==> src/rtl/eco_distancia.sv <==
// Echo-pulse timer for the ultrasonic sensor: arms on a trig falling edge, measures echo width in whole cm.
// Optional feature: define ECO_HISTERESIS_EN for a hysteresis band on the near flag.
module eco_distancia #(
    parameter int TICKS_PER_CM   = 2900,
    parameter int MAX_CM         = 400,
    parameter int TIMEOUT_CYCLES = 1500000,
    parameter int NEAR_CM        = 20,
    parameter int NEAR_HYST      = 5
) (
    input  logic       clk,
    input  logic       rst_n,
    input  logic       trig,
    input  logic       echo,
    output logic [8:0] dist_cm,
    output logic       valid,
    output logic       timeout,
    output logic       near,
    output logic       busy
);

    localparam int SUB_W = (TICKS_PER_CM > 1) ? $clog2(TICKS_PER_CM) : 1;
    localparam int CM_W  = $clog2(MAX_CM + 1);
    localparam int TO_W  = $clog2(TIMEOUT_CYCLES);

    localparam logic [SUB_W-1:0] SUB_LAST = SUB_W'(TICKS_PER_CM - 1);
    localparam logic [CM_W-1:0]  CM_MAX   = CM_W'(MAX_CM);
    localparam logic [TO_W-1:0]  TO_LAST  = TO_W'(TIMEOUT_CYCLES - 1);
    localparam logic [8:0]       NEAR_LIM = 9'(NEAR_CM);

    typedef enum logic [1:0] {IDLE, WAIT_RISE, MEASURE, DONE} state_t;

    state_t            state, state_next;
    logic [TO_W-1:0]   tcnt, tcnt_next;
    logic [SUB_W-1:0]  sub, sub_next;
    logic [CM_W-1:0]   cm, cm_next;
    logic              fire_valid, fire_to;
    logic              near_next;
    logic [8:0]        dist_new;

    logic echo_meta, echo_sync, echo_prev, trig_d;
    logic echo_rise, echo_fall, trig_fall;

    // Two flops resolve metastability on the asynchronous pin; the third is the edge register.
    always_ff @(posedge clk or negedge rst_n) begin
        if (!rst_n) begin
            echo_meta <= 1'b0;
            echo_sync <= 1'b0;
            echo_prev <= 1'b0;
            trig_d    <= 1'b0;
        end else begin
            // NOTE: non-blocking assignments make every flop sample the pre-edge value, so the chain shifts by one stage per clock.
            echo_meta <= echo;
            echo_sync <= echo_meta;
            echo_prev <= echo_sync;
            trig_d    <= trig;
        end
    end

    assign echo_rise = echo_sync & ~echo_prev;
    assign echo_fall = ~echo_sync & echo_prev;
    assign trig_fall = trig_d & ~trig;

    always_comb begin
        // NOTE: every output of this block gets a default first, so no path can leave one unassigned and infer a latch.
        state_next = state;
        tcnt_next  = tcnt;
        sub_next   = sub;
        cm_next    = cm;
        fire_valid = 1'b0;
        fire_to    = 1'b0;
        unique case (state)
            IDLE: begin
                tcnt_next = '0;
                sub_next  = '0;
                cm_next   = '0;
                if (trig_fall) state_next = WAIT_RISE;
            end
            WAIT_RISE: begin
                tcnt_next = tcnt + 1'b1;
                if (tcnt == TO_LAST) begin
                    fire_to    = 1'b1;
                    state_next = IDLE;
                end else if (echo_rise) begin
                    state_next = MEASURE;
                end
            end
            MEASURE: begin
                tcnt_next = tcnt + 1'b1;
                if (sub == SUB_LAST) begin
                    sub_next = '0;
                    if (cm != CM_MAX) cm_next = cm + 1'b1;
                end else begin
                    sub_next = sub + 1'b1;
                end
                // An abort wins over a coincident falling edge so valid and timeout stay exclusive.
                if (tcnt == TO_LAST) begin
                    fire_to    = 1'b1;
                    state_next = IDLE;
                end else if (echo_fall) begin
                    fire_valid = 1'b1;
                    state_next = DONE;
                end
            end
            DONE:    state_next = IDLE;
            default: state_next = IDLE;
        endcase
    end

    assign dist_new = 9'(cm_next);

`ifdef ECO_HISTERESIS_EN
    localparam logic [8:0] NEAR_CLR = 9'(NEAR_CM + NEAR_HYST);
    always_comb begin
        near_next = near;
        if (dist_new < NEAR_LIM)       near_next = 1'b1;
        else if (dist_new >= NEAR_CLR) near_next = 1'b0;
    end
`else
    assign near_next = (dist_new < NEAR_LIM);
`endif

    // Result registers load on the edge into DONE, so valid, dist_cm and near appear together in DONE.
    always_ff @(posedge clk or negedge rst_n) begin
        if (!rst_n) begin
            state   <= IDLE;
            tcnt    <= '0;
            sub     <= '0;
            cm      <= '0;
            dist_cm <= '0;
            valid   <= 1'b0;
            timeout <= 1'b0;
            near    <= 1'b0;
        end else begin
            state   <= state_next;
            tcnt    <= tcnt_next;
            sub     <= sub_next;
            cm      <= cm_next;
            valid   <= fire_valid;
            timeout <= fire_to;
            if (fire_valid) begin
                dist_cm <= dist_new;
                near    <= near_next;
            end
        end
    end

    assign busy = (state == WAIT_RISE) || (state == MEASURE);

endmodule

==> config.mk <==
export PLATFORM = sky130hd
export DESIGN_NAME = eco_distancia
export DESIGN_NICKNAME = d
export VERILOG_FILES = /design/src/rtl/eco_distancia.sv
export SDC_FILE = /design/constraint.sdc
export NUM_CORES = 1
export LEC_CHECK = 0
export ABC_AREA = 1
export CORE_ASPECT_RATIO = 0.7
export CORE_MARGIN = 2
export CORE_UTILIZATION = 39
export CTS_CLUSTER_SIZE = 10
export DETAILED_ROUTE_END_ITERATION = 12
export GPL_TIMING_DRIVEN = 0
export SKIP_CTS_REPAIR_TIMING = 1
export SLEW_MARGIN = 20
export SYNTH_ARGS = -nofsm -noshare
export SYNTH_HDL_FRONTEND = slang
export SYNTH_SLANG_ARGS = --single-unit
==> constraint.sdc <==
create_clock -name clk -period 1.45 [get_ports clk]
set_input_delay 0.435 -clock clk [delete_from_list [all_inputs] [get_ports clk]]
set_output_delay 0.435 -clock clk [all_outputs]
set_load 0.01 [all_outputs]
==> results_dict.tcl, run 1 <==
set metrics [dict create \
    switching_share_pct 31.9 \
    drcViolationCount 0 \
    crit_family "simple AND/OR/NAND/NOR gates" \
    cap_violations 0 \
    power.internal_mw 4.80 \
    final_common_cell "nand2_1" \
    path_depth 10 \
    grt_pass1_vias 2931 \
    syn_area_mm2 0.00365 \
    io_pins 17 \
    coreArea_mm2 0.00907 \
    r2r-start "tcnt[1]" \
    slew_viol_final 0 \
    fin_ws_ns -0.271 \
    crit_slowest_cell "dfrtp_1" \
    cts_root_buffer "clkbuf_16" \
    seq_power_share_pct 26.8 \
    fp.dieW_um 120 \
    grt_max_degree 37 \
    syn_nets 479 \
    clkSinkCount 60 \
    grt_use_met1_pct 27.1 \
    violations "negative setup slack" \
    final_cell_mix "96 x nand2_1, 52 x buf_4, 52 x dfrtp_1, 48 x inv_1, 25 x nor2_4" \
    synth_seq_area_share_pct 41.1 \
    vias_per_cell 5.13 \
    cp_max_fo 4 \
    avgSynthCellArea_um2 7.82 \
    outcome "finished, violations left" \
    start_util_pct 40.3 \
    grt_pass1_wl_mm 14.3 \
    layout.cells.non_filler 684 \
    place_congestion 0.860 \
    die_h_um 85.0 \
    p_leak_nw 2.66 \
    drtAntennaViolNets 0 \
    r2r_setup_slack_ns -0.27 \
    setup-violations-final 43 \
    num_vias 3511 \
    wl_per_cell_um 14.9 \
    critPathRequiredTime_ns 1.67 \
    synth.distinct_cells 41 \
    antenna_cells 0 \
    clk_latency_ns 0.33 \
    dp_hpwl_mm 6.15 \
    irDropWorstVdd_v 0.00119 \
    rsz0062_at_grt "yes" \
    critPathMaxStageDelay_ns 0.41 \
    grtUsageMet3_pct 4.91 \
    die_area_mm2 0.0102 \
    stdcell_area_mm2 0.00544 \
    fmaxAchievable_ghz 0.581 \
    regToRegEndpoint "tcnt[14]" \
    cts_buffers 9 \
    cp-start-kind "register" \
    initialDrtViolationCount 236 \
    finalCritPeriodShare_pct 119 \
    worst_pin_slew_ns 0.346 \
    clkPwrFrac_pct 38.2 \
    path_buf_inv 0 \
    yosys.area.top_type_share_pct 41.1 \
    hold_violations 0 \
    num-nets-final 567 \
    io_buffer_count 16 \
    grtUsageTotal_pct 17.9 \
    power_density_mw_per_mm2 1300 \
    worstSetupStartpoint "tcnt[1]" \
    clk_pin_slew_ns 0.06 \
    crit_top_cell "nand2_4" \
    num_rows 29 \
    final_core_util_pct 60.0 \
    power.share.combinational_pct 35.0 \
    antenna_found_initial 0 \
    reg2reg_depth 10 \
    synth_largest_area_cell "dfrtp_1" \
    routed_wl_mm 10.2 \
    synth.area.top_cells "dfrtp_1 41%, nand2_1 12%, inv_1 6.0%, nand3_1 4.2%, nor2_1 3.1%" \
    dp.cells 608 \
    drive_gt1_share_pct 43.4 \
    hp-class "primary input to async pin" \
    p_sw_mw 2.25 \
    ys_seq_elements 60 \
    postSynthCellCount 467 \
    post_dp_cell_area_mm2 0.00400 \
    busiest_layer "met1" \
    dr.pass1.iters 6 \
    crit_arrival_ns 1.94 \
    cts_max_level 3 \
    skew_ns 0.00671 \
    path_class "register to register" \
    min_period_ns 1.72 \
    endpoint "tcnt[14]" \
    cp_cell_sequence "ha_4 -> nand2_4 -> nor2_4 -> nand2_4 -> nor2_4 -> nand2_4 -> nor4_4 -> nand3_1 -> nand2_1 -> nor2_1" \
    fin_total_pwr_mw 7.05 \
    max-slew-margin-rel_pct 76.9 \
    area_delta_synth_final_pct 49.0 \
    yosys_warnings 0 \
    cts_tree "done" \
    grtUsageMet2_pct 24.6 \
    grt_overflow 0 \
    clock_path_buffers 2 \
    crit_path_end_kind "register" \
]
[synthesized netlist by cell type (all sizes together)]
master and count:
clkinv 1, o22ai 4, o21ba 1, buf 4, ha 8, a21oi 13
nor2 52, clkbuf 2, nor3b 3, o21bai 1, nand4 17, nor3 16
inv 69, xor2 5, a2bb2oi 1, nor4 5, a21o 1, o21a 3
nand3 40, nand2 130, a31oi 2, nor2b 1, o21ai 28, dfrtp 60
[worst min path at each step]
| stage | startpoint | endpoint | slack, ns |
|---|---|---|---|
| 6_report | rst_n | tcnt[6] | 0.006 |
| 5_1_grt | rst_n | tcnt[6] | 0.03 |
| 2_1_floorplan | rst_n | cm[0] | 0.14 |
| 3_3_place_gp | echo_meta | echo_sync | 0.33 |
| 3_5_place_dp | echo_meta | echo_sync | 0.34 |
| 4_1_cts | rst_n | tcnt[6] | 0.01 |
[flip-flops by register name, summed over array words and instances, names as in the netlist]
| signal | cells |
|---|---|
| tcnt | 21 |
| echo_meta | 1 |
| trig_d | 1 |
| timeout | 1 |
| echo_prev | 1 |
| state | 2 |
| echo_sync | 1 |
| sub | 12 |
| dist_cm | 9 |
| near | 1 |
| valid | 1 |
| cm | 9 |
[power by group through the flow]
stage          clock (mW)  combinational [mW]  sequential (mW)
3_3_place_gp            0                1.37             1.88
3_5_place_dp            0                1.40             1.88
6_report             2.69                2.47             1.89
5_1_grt              2.82                2.67             1.90
4_1_cts              2.72                1.41             1.86
2_1_floorplan           0               0.932             1.89
[stage by stage]
stage / hold slack (ns) / setup slack [ns] / setup TNS (ns)
after CTS: 0.0144 / -0.653 / -11.13
after global placement: 0.334 / -2.12 / -133.84
after floorplan: 0.139 / -0.132 / -0.377
after global routing: 0.0304 / -0.350 / -9.31
after detailed placement: 0.341 / -0.327 / -7.59
final: 0.00639 / -0.271 / -5.39
[kinds of logic (layout without fill, tap and decap cells)]
group | after synthesis | count (layout) | synth area share, %
xor+xnor | 5 | 5 | 1.20
flops | 60 | 60 | 41.1
buf+inv | 76 | 169 | 8.29
fa+ha+maj | 8 | 8 | 2.74
simple gates | 264 | 264 | 38.4
compound gates | 54 | 54 | 8.29
[routing by layer]
layer / routed length [um] / part of all wire (%)
met2: 4660 / 46
met3: 536 / 5.2
met5: 0 / 0
met1: 4870 / 48
met4: 157 / 1.5
[area by class of cell]
type	instances	area, um2
Buffer	5	50.0
Clock buffer	9	225
Clock inverter	7	146
Fill cell	759	3630
Inverter	70	282
Multi-Input combinational cell	331	2360
Sequential cell	60	1510
Tap cell	124	155
Timing Repair Buffer	78	717
Power figures use the tool's default switching activity.
==> run 2: changes to the inputs <==
--- a/config.mk
+++ b/config.mk
@@ -7,7 +7,7 @@
 export LEC_CHECK = 0
 export ABC_AREA = 1
 export CORE_ASPECT_RATIO = 0.7
-export CORE_MARGIN = 2
+export CORE_MARGIN = 5
 export CORE_UTILIZATION = 39
 export CTS_CLUSTER_SIZE = 10
 export DETAILED_ROUTE_END_ITERATION = 12
==> run 2 against run 1 <==
Against the previous run:
- largest cell class unchanged
- total power fell by 4.3%
- the run still ends with negative setup slack left
- count of clock-buffer cells in the layout up 1
- register-to-register slack lost 0.06 ns
- highest routed layer unchanged
- design area shrank 0.80%
==> results_dict.tcl, run 2 (same netlist as run 1, synthesis figures left out) <==
set metrics [dict create \
    outcome "finished, violations left" \
    violations "negative setup slack" \
    irDropWorstVdd_v 0.00102 \
    clk_pin_slew_ns 0.05 \
    cp_max_fo 7 \
    drcViolationCount 0 \
    multi_input_area_mm2 0.00234 \
    area_delta_synth_final_pct 47.8 \
    cp-start-kind "register" \
    power_density_mw_per_mm2 1250 \
    num_rows 29 \
    grt_overflow 0 \
    largest_registers "tcnt x21, sub x12" \
    max-slew-margin-rel_pct 74.3 \
    rsz0062_at_grt "yes" \
    switching_share_pct 33.3 \
    nFillCells 754 \
    pre_cts_slack_ns -0.356 \
    wl_per_cell_um 14.9 \
    largest_reg_flops 21 \
    worst_pin_slew_ns 0.385 \
    io_pins 17 \
    dr.pass1.iters 5 \
    grt_max_degree 33 \
    die_h_um 91.0 \
    finalCritPeriodShare_pct 123 \
    start_util_pct 40.1 \
    fin_ws_ns -0.335 \
    grtUsageTotal_pct 15.6 \
    initialDrtViolationCount 233 \
    num-nets-final 567 \
    cts_root_buffer "clkbuf_16" \
    final_cell_mix "87 x nand2_1, 47 x dfrtp_1, 46 x buf_4, 45 x inv_1, 35 x nand2_2" \
    dp_hpwl_mm 6.06 \
    clkSinkCount 60 \
    fin_total_pwr_mw 6.75 \
    antenna_found_initial 0 \
    skew_ns 0.00629 \
    power.share.combinational_pct 38.0 \
    crit_path_end_kind "register" \
    hold_violations 0 \
    top_register "tcnt" \
    clock_path_buffers 2 \
    vias_per_cell 5.04 \
    fmaxAchievable_ghz 0.560 \
    power.internal_mw 4.50 \
    seq_power_share_pct 27.8 \
    drive_gt1_share_pct 46.6 \
    place_congestion 0.879 \
    drtAntennaViolNets 0 \
    slew_viol_final 0 \
    clk_latency_ns 0.33 \
    cap_violations 0 \
    min_period_ns 1.79 \
    cts_tree "done" \
    io_buffer_count 16 \
    clkPwrFrac_pct 34.2 \
    grt_pass1_wl_mm 14.5 \
    fp.dieW_um 126 \
    p_leak_nw 2.62 \
    setup-violations-final 44 \
    final_common_cell "nand2_1" \
    cts_buffers 9 \
    seq_area_mm2 0.00152 \
    hp-class "primary input to async pin" \
    coreArea_mm2 0.00911 \
    path_class "register to register" \
    grt_pass1_vias 2963 \
    antenna_cells 0 \
    die_area_mm2 0.0114 \
    critPathRequiredTime_ns 1.67 \
    p_sw_mw 2.25 \
    cts_max_level 3 \
    crit_arrival_ns 2.01 \
    routed_wl_mm 10.2 \
    num_vias 3449 \
]
-- run 2: cell types whose count changed in the layout (fill, tap and decap cells not counted), sizes merged --
cell      delta
buf          -2
bufinv       -2
clkbuf       +3
clkinvlp     +1
-- run 2: final timing paths --
path / from / endpoint / slack, ns / cells after the start
max in group asynchronous: rst_n / sub[7] / 0.90 / 2
hold / removal: rst_n / tcnt[0] / 0.03 / 1
setup reg to reg: state[1] / tcnt[9] / -0.34 / 8
min in group clk: echo_meta / echo_sync / 0.35 / 0
setup / recovery: state[1] / tcnt[9] / -0.34 / 8
hold reg to reg: echo_meta / echo_sync / 0.35 / 0
-- run 2: final cells by class --
| cell class | instances | share of cell area (%) |
|---|---|---|
| buffer | 6 | 1.34 |
| clock buffer | 10 | 4.24 |
| clock inverter | 6 | 1.65 |
| inverter | 70 | 5.10 |
| multi-input combinational | 331 | 43.4 |
| sequential | 60 | 28.1 |
| tap | 124 | 2.87 |
| timing repair buffer | 77 | 13.3 |
-- run 2: worst max-delay path, cell delays in order, from the launching register on --
cell     delay [ns]
dfrtp_1        0.40
ha_2           0.21
buf_12         0.14
nor4_4         0.38
nand2_2        0.14
nor2_4         0.14
nand2_2        0.06
nand2_2        0.07
o21ba_4        0.14
-- run 2: power by group through the flow --
stage	clock (mW)	sequential, mW	combinational (mW)
3_3_place_gp	0	1.88	1.37
5_1_grt	2.43	1.89	2.74
6_report	2.31	1.87	2.57
3_5_place_dp	0	1.89	1.39
4_1_cts	2.35	1.86	1.40
2_1_floorplan	0	1.89	0.932
-- run 2: routing by layer --
| metal | wire (um) | up-vias | part of all wire [%] | global-route usage, % |
|---|---|---|---|---|
| li1 | - | 1699 | - | - |
| met1 | 5020 | 1646 | 49 | 23.9 |
| met2 | 4630 | 92 | 45 | 20.5 |
| met3 | 391 | 12 | 3.8 | 4.34 |
| met4 | 143 | 0 | 1.4 | 5.69 |
| met5 | 0 | - | 0 | 0 |
-- run 2: metrics by stage --
step	instances	hold WS, ns	instance area, um2	setup TNS [ns]	util [%]
6_report	684	0.0281	5400	-5.49	59.3
2_1_floorplan	467	0.139	3670	-0.377	-
3_3_place_gp	607	0.333	3990	-132.22	43.8
5_1_grt	684	0.0486	5400	-8.91	59.3
3_5_place_dp	608	0.335	4000	-8.50	44.0
4_1_cts	624	0.0300	4320	-12.25	47.5
